==> config.mk <==
export PLATFORM = sky130hd
export DESIGN_NAME = tap_controller_flat
export DESIGN_NICKNAME = d
export VERILOG_FILES = /design/src/rtl/tap_controller_if.sv /design/src/rtl/tap_controller.sv /design/src/flat_wrapper.sv
export SDC_FILE = /design/constraint.sdc
export NUM_CORES = 1
export LEC_CHECK = 0
export CORE_UTILIZATION = 25
export CTS_CLUSTER_DIAMETER = 100
export CTS_CLUSTER_SIZE = 40
export DETAILED_ROUTE_END_ITERATION = 8
export GPL_TIMING_DRIVEN = 0
export PLACE_DENSITY = 0.45
export SYNTH_ARGS = -nofsm -noshare
export SYNTH_HDL_FRONTEND = slang
export SYNTH_SLANG_ARGS = --single-unit
export TNS_END_PERCENT = 5
==> constraint.sdc <==
create_clock -name TCK -period 1.5 [get_ports TCK]
set_input_delay 0.3 -clock TCK [delete_from_list [all_inputs] [get_ports TCK]]
set_output_delay 0.3 -clock TCK [all_outputs]
set_load 0.02 [all_outputs]
==> src/rtl/tap_controller_if.sv <==
// Serial test-port bundle between the TAP controller and the JTAG logic around it.
// The slave side is the TAP controller; the master side drives TMS/TDI/DR_TDO.
interface tap_controller_if #(
    parameter int IR_WIDTH = 3
);
    logic                TMS;
    logic                TDI;
    logic                DR_TDO;
    logic [IR_WIDTH-1:0] I_CODE;
    logic [3:0]          TAP_STATE;
    logic                CAPTURE_DR;
    logic                SHIFT_DR;
    logic                UPDATE_DR;
    logic                TDO;
    logic                TDO_EN;

    modport slave (
        input  TMS, TDI, DR_TDO,
        output I_CODE, TAP_STATE, CAPTURE_DR, SHIFT_DR, UPDATE_DR, TDO, TDO_EN
    );

    modport master (
        output TMS, TDI, DR_TDO,
        input  I_CODE, TAP_STATE, CAPTURE_DR, SHIFT_DR, UPDATE_DR, TDO, TDO_EN
    );
endinterface

==> src/rtl/tap_controller.sv <==
// IEEE 1149.1 TAP state machine with instruction register, DR strobes and TDO mux.
// All state advances on the rising edge of TCK; RST is synchronous.
module tap_controller #(
    parameter int                  IR_WIDTH   = 3,
    parameter logic [IR_WIDTH-1:0] IR_RESET   = 3'b001,
    parameter logic [IR_WIDTH-1:0] IR_CAPTURE = 3'b001
) (
    input  logic            TCK,
    input  logic            RST,
    tap_controller_if.slave tap
);
    typedef enum logic [3:0] {
        TLR    = 4'hF, RTI    = 4'hC,
        SEL_DR = 4'h7, CAP_DR = 4'h6, SH_DR  = 4'h2, EX1_DR = 4'h1,
        PAU_DR = 4'h3, EX2_DR = 4'h0, UPD_DR = 4'h5,
        SEL_IR = 4'h4, CAP_IR = 4'hE, SH_IR  = 4'hA, EX1_IR = 4'h9,
        PAU_IR = 4'hB, EX2_IR = 4'h8, UPD_IR = 4'hD
    } tap_state_t;

    tap_state_t          state_reg, state_next;
    logic [IR_WIDTH-1:0] ir_shift_reg, ir_shift_next;
    logic [IR_WIDTH-1:0] i_code_reg, i_code_next;
    logic                tdo_reg, tdo_next;
    logic                tdo_en_reg, tdo_en_next;
    logic [IR_WIDTH-1:0] ir_shift_in;

    // LSB leaves on TDO first; TDI enters at the MSB.
    generate
        for (genvar gi = 0; gi < IR_WIDTH - 1; gi++) begin : g_ir_chain
            assign ir_shift_in[gi] = ir_shift_reg[gi+1];
        end
    endgenerate
    assign ir_shift_in[IR_WIDTH-1] = tap.TDI;

    always_ff @(posedge TCK) begin
        if (RST) begin
            state_reg    <= TLR;
            ir_shift_reg <= '0;
            i_code_reg   <= IR_RESET;
            tdo_reg      <= 1'b0;
            tdo_en_reg   <= 1'b0;
        end else begin
            state_reg    <= state_next;
            ir_shift_reg <= ir_shift_next;
            i_code_reg   <= i_code_next;
            tdo_reg      <= tdo_next;
            tdo_en_reg   <= tdo_en_next;
        end
    end

    always_comb begin
        state_next    = state_reg;
        ir_shift_next = ir_shift_reg;
        i_code_next   = i_code_reg;
        tdo_next      = 1'b0;
        tdo_en_next   = 1'b0;
        case (state_reg)
            TLR: begin
                state_next  = tap.TMS ? TLR : RTI;
                i_code_next = IR_RESET;
            end
            RTI:    state_next = tap.TMS ? SEL_DR : RTI;
            SEL_DR: state_next = tap.TMS ? SEL_IR : CAP_DR;
            CAP_DR: state_next = tap.TMS ? EX1_DR : SH_DR;
            SH_DR: begin
                state_next  = tap.TMS ? EX1_DR : SH_DR;
                tdo_next    = tap.DR_TDO;
                tdo_en_next = 1'b1;
            end
            EX1_DR: state_next = tap.TMS ? UPD_DR : PAU_DR;
            PAU_DR: state_next = tap.TMS ? EX2_DR : PAU_DR;
            EX2_DR: state_next = tap.TMS ? UPD_DR : SH_DR;
            UPD_DR: state_next = tap.TMS ? SEL_DR : RTI;
            SEL_IR: state_next = tap.TMS ? TLR : CAP_IR;
            CAP_IR: begin
                state_next    = tap.TMS ? EX1_IR : SH_IR;
                ir_shift_next = IR_CAPTURE;
            end
            SH_IR: begin
                state_next    = tap.TMS ? EX1_IR : SH_IR;
                ir_shift_next = ir_shift_in;
                tdo_next      = ir_shift_reg[0];
                tdo_en_next   = 1'b1;
            end
            EX1_IR: state_next = tap.TMS ? UPD_IR : PAU_IR;
            PAU_IR: state_next = tap.TMS ? EX2_IR : PAU_IR;
            EX2_IR: state_next = tap.TMS ? UPD_IR : SH_IR;
            UPD_IR: begin
                state_next  = tap.TMS ? SEL_DR : RTI;
                i_code_next = ir_shift_reg;
            end
            default: state_next = TLR;
        endcase
    end

    assign tap.TAP_STATE  = state_reg;
    assign tap.I_CODE     = i_code_reg;
    assign tap.CAPTURE_DR = (state_reg == CAP_DR);
    assign tap.SHIFT_DR   = (state_reg == SH_DR);
    assign tap.UPDATE_DR  = (state_reg == UPD_DR);
    assign tap.TDO        = tdo_reg;
    assign tap.TDO_EN     = tdo_en_reg;
endmodule

==> src/flat_wrapper.sv <==
// flat-port wrapper written by rule: the top's interface ports become plain ports
module tap_controller_flat 
#(
    parameter int                  IR_WIDTH   = 3,
    parameter logic [IR_WIDTH-1:0] IR_RESET   = 3'b001,
    parameter logic [IR_WIDTH-1:0] IR_CAPTURE = 3'b001
)
  (TCK, RST, tap_TMS, tap_TDI, tap_DR_TDO, tap_I_CODE, tap_TAP_STATE, tap_CAPTURE_DR, tap_SHIFT_DR, tap_UPDATE_DR, tap_TDO, tap_TDO_EN);
  tap_controller_if #(.IR_WIDTH(IR_WIDTH)) tap_i ();
  input  logic TCK;
  input  logic RST;
  input wire logic [$bits(tap_i.TMS)-1:0] tap_TMS;
  input wire logic [$bits(tap_i.TDI)-1:0] tap_TDI;
  input wire logic [$bits(tap_i.DR_TDO)-1:0] tap_DR_TDO;
  output wire logic [$bits(tap_i.I_CODE)-1:0] tap_I_CODE;
  output wire logic [$bits(tap_i.TAP_STATE)-1:0] tap_TAP_STATE;
  output wire logic [$bits(tap_i.CAPTURE_DR)-1:0] tap_CAPTURE_DR;
  output wire logic [$bits(tap_i.SHIFT_DR)-1:0] tap_SHIFT_DR;
  output wire logic [$bits(tap_i.UPDATE_DR)-1:0] tap_UPDATE_DR;
  output wire logic [$bits(tap_i.TDO)-1:0] tap_TDO;
  output wire logic [$bits(tap_i.TDO_EN)-1:0] tap_TDO_EN;
  assign tap_i.TMS = tap_TMS;
  assign tap_i.TDI = tap_TDI;
  assign tap_i.DR_TDO = tap_DR_TDO;
  assign tap_I_CODE = tap_i.I_CODE;
  assign tap_TAP_STATE = tap_i.TAP_STATE;
  assign tap_CAPTURE_DR = tap_i.CAPTURE_DR;
  assign tap_SHIFT_DR = tap_i.SHIFT_DR;
  assign tap_UPDATE_DR = tap_i.UPDATE_DR;
  assign tap_TDO = tap_i.TDO;
  assign tap_TDO_EN = tap_i.TDO_EN;
  tap_controller #(.IR_WIDTH(IR_WIDTH), .IR_RESET(IR_RESET), .IR_CAPTURE(IR_CAPTURE)) u_core (.TCK(TCK), .RST(RST), .tap(tap_i));
endmodule
==> results of run 1 <==
Yosys cell counts (all sizes together), types with 2 or more instances:
library cell,count
dfxtp,12
nand2b,2
nand3,3
a31oi,2
nor2,4
or3b,2
nand3b,3
o21ai,2
a21oi,5
nor3,6
nand2,7
buf,4
mux2i,2
per-layer routing:
layer	global-route usage, %	up-vias	routed length (microns)
met5	0	-	0
met4	5.88	0	0
met3	3.14	0	38
met2	16.2	9	593
met1	16.0	240	621
li1	-	270	-
repair_timing:
item,in CTS,in global routing
setup buffers,0,4
pin swaps,0,1
resized for setup,31,8
endpoints found under the setup margin,10,4
kinds of logic after synthesis:
kind of cell,after synthesis
flip-flops,12
AND/OR/NAND/NOR,33
AO/OA/AOI/OAI,11
multiplexers,2
buffers and inverters,6
worst paths after layout:
| kind | slack (ns) | endpoint | startpoint |
|---|---|---|---|
| setup / recovery | 0.04 | tap_TDO | u_core.tap.TDO |
| hold / removal | 0.46 | u_core.tap.I_CODE[2] | u_core.tap.I_CODE[2] |
| setup reg to reg | 0.24 | u_core.tap.I_CODE[1] | u_core.tap.TAP_STATE[0] |
| hold reg to reg | 0.46 | u_core.tap.I_CODE[2] | u_core.tap.I_CODE[2] |
cell type report:
class                           instances  share of cell area (%)
Timing Repair Buffer                   20                    21.3
Buffer                                  4                    4.08
Sequential cell                        12                    30.0
Tap cell                               27                    4.08
Multi-Input combinational cell         46                    35.7
Inverter                                1                   0.454
Clock buffer                            4                    4.39
power groups by stage:
| stage | registers (mW) | clock network, mW | logic [mW] |
|---|---|---|---|
| global route | 0.373 | 0.280 | 0.245 |
| global placement | 0.367 | 0 | 0.207 |
| floorplan | 0.384 | 0 | 0.111 |
| detailed placement | 0.366 | 0 | 0.202 |
| CTS | 0.361 | 0.260 | 0.206 |
| finish | 0.367 | 0.257 | 0.226 |
tightest hold or removal path: stages, from the launching register on:
cell and delay (ns):
dfxtp_1 0.31, nand2_1 0.05, a21oi_1 0.05
==> impl_metrics.yaml, run 1 <==
detailed_routing:
  first_pass_iters: 4
  first_iter_violations: 10
  routed_wl_microns: 1250
  vias_per_cell: 4.55
  drtAntennaViolNets: 0
  routedWlPerCell_microns: 11.0
  drc: 0
  num_vias: 519
clocking:
  cts_tree: "built"
  cts_buffer_depth: 2
  cts.sink_count: 12
  clk_pin_slew_ns: 0.08
  clockRootBuffer: "clkbuf_4"
  clock_latency_ns: 0.26
  cts_max_level: 1
  cts_buffers: 3
  cts_hold_buffers: 0
critical_path:
  rr_worst_depth: 4
  cp_num_cells: 1
  crit_arrival_ns: 1.16
  crit_slowest_cell: "clkdlybuf4s50_1"
  critPathMaxFanout: 1
  cp_num_buf_inv: 1
  max_stage_delay_ns: 0.59
  cp.required_ns: 1.20
  start_kind: "register"
  worstPathCellList: "clkdlybuf4s50_1"
  path_class: "register to output pin"
  cp_top_family: "buffers and inverters"
  crit_path_end_kind: "output pin"
place:
  gp_congestion: 0.725
  placed_cell_area_sq_um: 739
  dp_cells: 107
  hpwl_microns: 834
  post-place-ws_ns: -0.319
  io_buffers: 16
sta:
  fin_ws_ns: 0.0380
  fin_crit_sh_pct: 97.5
  finalSetupViolCount: 0
  tns_ns: 0
  skew_ns: 0.000679
  fin_crit_ns: 1.46
  fmax_ghz: 0.684
  rsz0062_at_grt: "true"
  holdWs_ns: 0.455
  finalHoldViolations: 0
  relSlewSlack_pct: 68.2
  worst_slew_pin_slew_ns: 0.478
  finalMaxSlewViolations: 0
synth:
  yosys.area_share.simple_pct: 34.7
  synthAdderAreaFrac_pct: 0
  synth_nets: 69
  syn_avg_cell_area_sq_um: 8.45
  synth-compound-area-share_pct: 12.0
  synth-edff-count: 0
  synth.distinct_cells: 24
  synthMuxAreaShare_pct: 3.70
  yosysWarnings: 0
  synth_largest_area_cell: "dfxtp_1"
  async_flop_share_pct: 0
  synth_top_family_by_area: "simple AND/OR/NAND/NOR gates"
  yosys_register_bits: 12
  ys_seq_area_share_pct: 44.4
  synth_xor_area_share_pct: 0
  synthTopCellsByArea: "dfxtp_1 (44%), nor3_1 (5.6%), nand2_1 (4.9%), a21oi_1 (4.6%), nand3b_1 (4.2%)"
  synth_top_area_share_pct: 44.4
  synth-main-ff-cell: "dfxtp_1"
  synthCells: 64
  synth_area_sq_um: 541
final_layout:
  multi_input_area_sq_um: 295
  layout_common_cells: "buf_4 (8), dfxtp_1 (8), nand2_1 (7), dlygate4sd2_1 (7)"
  layoutNonFillerInstCount: 114
  drive_above_1_share_pct: 27.6
  antenna_cells: 0
  design_area_sq_um: 827
  fin_util_pct: 41.3
  fillers: 220
  seq_area_sq_um: 248
  area_growth_pct: 53.0
  largest_reg_flops: 4
  nets: 93
hold_path:
  hp-class: "register to register"
  hold_depth: 2
flow_run:
  maxCapViolCount: 0
pwr:
  p_switching_mw: 0.251
  leakage_nw: 0.354
  swShare_pct: 29.5
  p_seq_share_pct: 43.2
  total_power_mw: 0.850
  peakVddDrop_uv: 430
  clkPwrFrac_pct: 30.2
  power.internal_mw: 0.599
  cellPowerDensity_nw_per_um2: 1030
  p_comb_share_pct: 26.6
global_routing:
  globalRoute.totalOverflow: 0
  grt_use_total_pct: 11.5
  grt_max_degree: 11
  grt_pass1_vias: 441
  antenna_found_initial: 0
  grt_first_pass_wirelength_microns: 2050
floorplanning:
  die-height_microns: 48.5
  start_util_pct: 27.0
  core_area_sq_um: 2000
  ios: 17
  dieArea_sq_um: 2350
  num_rows: 16
  fp.dieW_microns: 48.5
status:
  status: "finished, final reports clean"
(Power assumes the default switching activity.)
==> run 2: changes to the inputs <==
CTS_CLUSTER_SIZE = 10   (was 40)
==> results of run 2 <==
The final DEF is identical to that of run 1; final timing and power are the same.
==> run 3: changes to the inputs <==
ABC_CLOCK_PERIOD_IN_PS = 1500   (was default)
CELL_PAD_IN_SITES_DETAIL_PLACEMENT = 1   (was default)
CELL_PAD_IN_SITES_GLOBAL_PLACEMENT = 1   (was default)
CORE_MARGIN = 4   (was default)
PLACE_DENSITY = 0.59   (was 0.45)
==> run 3 against run 2 <==
Global-route usage shrank 0.41 points. Clock power shrank 22%. Setup slack gained 0.0050 ns. Fmax grew 0.34%. Largest power group unchanged. Final area shrank 1.8%. Die area grew 26%. Highest routed layer is now met4. Critical endpoint is now tap_UPDATE_DR. Clock-buffer cell count shrank 1. Utilization shrank 0.75 points. Worst hold slack lost 0.0034 ns. Combinational power is essentially flat.
==> impl_metrics.yaml, run 3 (synthesis gave the netlist of run 1 again) <==
sta:
  fin_crit_ns: 1.46
  finalMaxSlewViolations: 0
  holdWs_ns: 0.452
  skew_ns: 0.00200
  fin_crit_sh_pct: 97.1
  finalSetupViolCount: 0
  fmax_ghz: 0.686
  worst_slew_pin_slew_ns: 0.463
  finalHoldViolations: 0
  rsz0062_at_grt: "true"
  relSlewSlack_pct: 69.1
clocking:
  cts.sink_count: 12
  cts_buffer_depth: 2
  cts_tree: "built"
  clock_latency_ns: 0.27
  cts_max_level: 1
  clockRootBuffer: "clkbuf_4"
  clk_pin_slew_ns: 0.07
  cts_buffers: 3
  cts_hold_buffers: 0
critical_path:
  rr_worst_depth: 4
  r2r_slack_ns: 0.33
  crit_arrival_ns: 1.16
  critPathMaxFanout: 8
  crit_start: "u_core.tap.TAP_STATE[2]"
  path_class: "register to output pin"
  r2r_start: "u_core.tap.TAP_STATE[2]"
  reg2reg_to: "u_core.tap.I_CODE[1]"
  crit_path_end_kind: "output pin"
  start_kind: "register"
  cp.required_ns: 1.20
hold_path:
  hp-class: "register to register"
  hold_depth: 2
  hold_end: "u_core.tap.I_CODE[2]"
  worstHoldStart: "u_core.tap.I_CODE[2]"
final_layout:
  layoutNonFillerInstCount: 113
  fillers: 248
  drive_above_1_share_pct: 25.6
  nets: 93
  largest_reg_flops: 4
  area_growth_pct: 50.2
  layout_commonest_cell: "dfxtp_1"
  layout_common_cells: "dfxtp_1 (8), buf_4 (7), nand2_1 (7), dlygate4sd2_1 (7)"
  antenna_cells: 0
floorplanning:
  core_area_sq_um: 2000
  dieArea_sq_um: 2970
  ios: 17
  start_util_pct: 27.0
  num_rows: 16
  die-height_microns: 54.5
  fp.dieW_microns: 54.5
place:
  dp_cells: 107
  gp_congestion: 0.714
  hpwl_microns: 1030
  io_buffers: 16
pwr:
  cellPowerDensity_nw_per_um2: 978
  total_power_mw: 0.794
  leakage_nw: 0.354
  peakVddDrop_uv: 369
global_routing:
  grt_pass1_vias: 492
  grt_max_degree: 11
  grt_use_total_pct: 11.1
  grt_first_pass_wirelength_microns: 2270
  antenna_found_initial: 0
  globalRoute.totalOverflow: 0
detailed_routing:
  drtAntennaViolNets: 0
  num_vias: 541
  routed_wl_microns: 1410
  first_iter_violations: 3
  first_pass_iters: 2
  routedWlPerCell_microns: 12.5
  vias_per_cell: 4.79
  drc: 0
status:
  status: "finished, final reports clean"
flow_run:
  maxCapViolCount: 0
-- run 3: worst max path at each step --
stage | depth (start not counted) | slack [ns] | end
5_1_grt | 4 | -0.03 | tap_UPDATE_DR
3_3_place_gp | 4 | -0.33 | tap_CAPTURE_DR
4_1_cts | 4 | -0.05 | tap_CAPTURE_DR
6_report | 4 | 0.04 | tap_UPDATE_DR
3_5_place_dp | 4 | -0.33 | tap_CAPTURE_DR
2_1_floorplan | 3 | -0.05 | tap_UPDATE_DR
-- run 3: final cells by class --
cell class                 count  area (sq um)  share of cell area, %
inverter                       1          3.75                  0.462
sequential                    12           250                   30.8
buffer                         4          37.5                   4.62
tap                           27          33.8                   4.16
multi-input combinational     46           290                   35.7
clock buffer                   3          22.5                   2.77
timing repair buffer          20           174                   21.4
-- run 3: stage by stage --
| stage | cell area [sq um] | utilization [%] | setup slack, ns | TNS, ns |
|---|---|---|---|---|
| global placement | 739 | 36.9 | -0.334 | -0.973 |
| global route | 812 | 40.6 | -0.0280 | -0.0571 |
| floorplan | 546 | - | -0.0506 | -0.0881 |
| CTS | 766 | 38.3 | -0.0539 | -0.159 |
| detailed placement | 739 | 36.9 | -0.331 | -0.972 |
| finish | 812 | 40.6 | 0.0430 | 0 |
-- run 3: critical path, stage by stage, from the launching register on --
cell and delay, ns:
dfxtp_4 0.38, buf_8 0.12, nand2_1 0.07, nor3_1 0.12
buf_2 0.19
-- run 3: power by group --
part	internal (mW)	total, mW	leakage, nW	switching (mW)
logic	0.110	0.225	0.242	0.115
clock network	0.0930	0.201	0.0138	0.107
registers	0.342	0.369	0.0975	0.0267
-- run 3: what timing repair did --
action / CTS / global route
setup buffers: 0 / 4
setup endpoints to repair: 11 / 4
gates cloned: 0 / 0
endpoints found under the hold margin: 0 / 0
pin swaps: 0 / 1
resized for setup: 32 / 10
-- run 3: layer usage --
metal  wire, microns  global-route usage, %
met5               0                      0
met4              48                   8.71
met3              69                   2.45
met2             616                   16.7
met1             677                   13.5
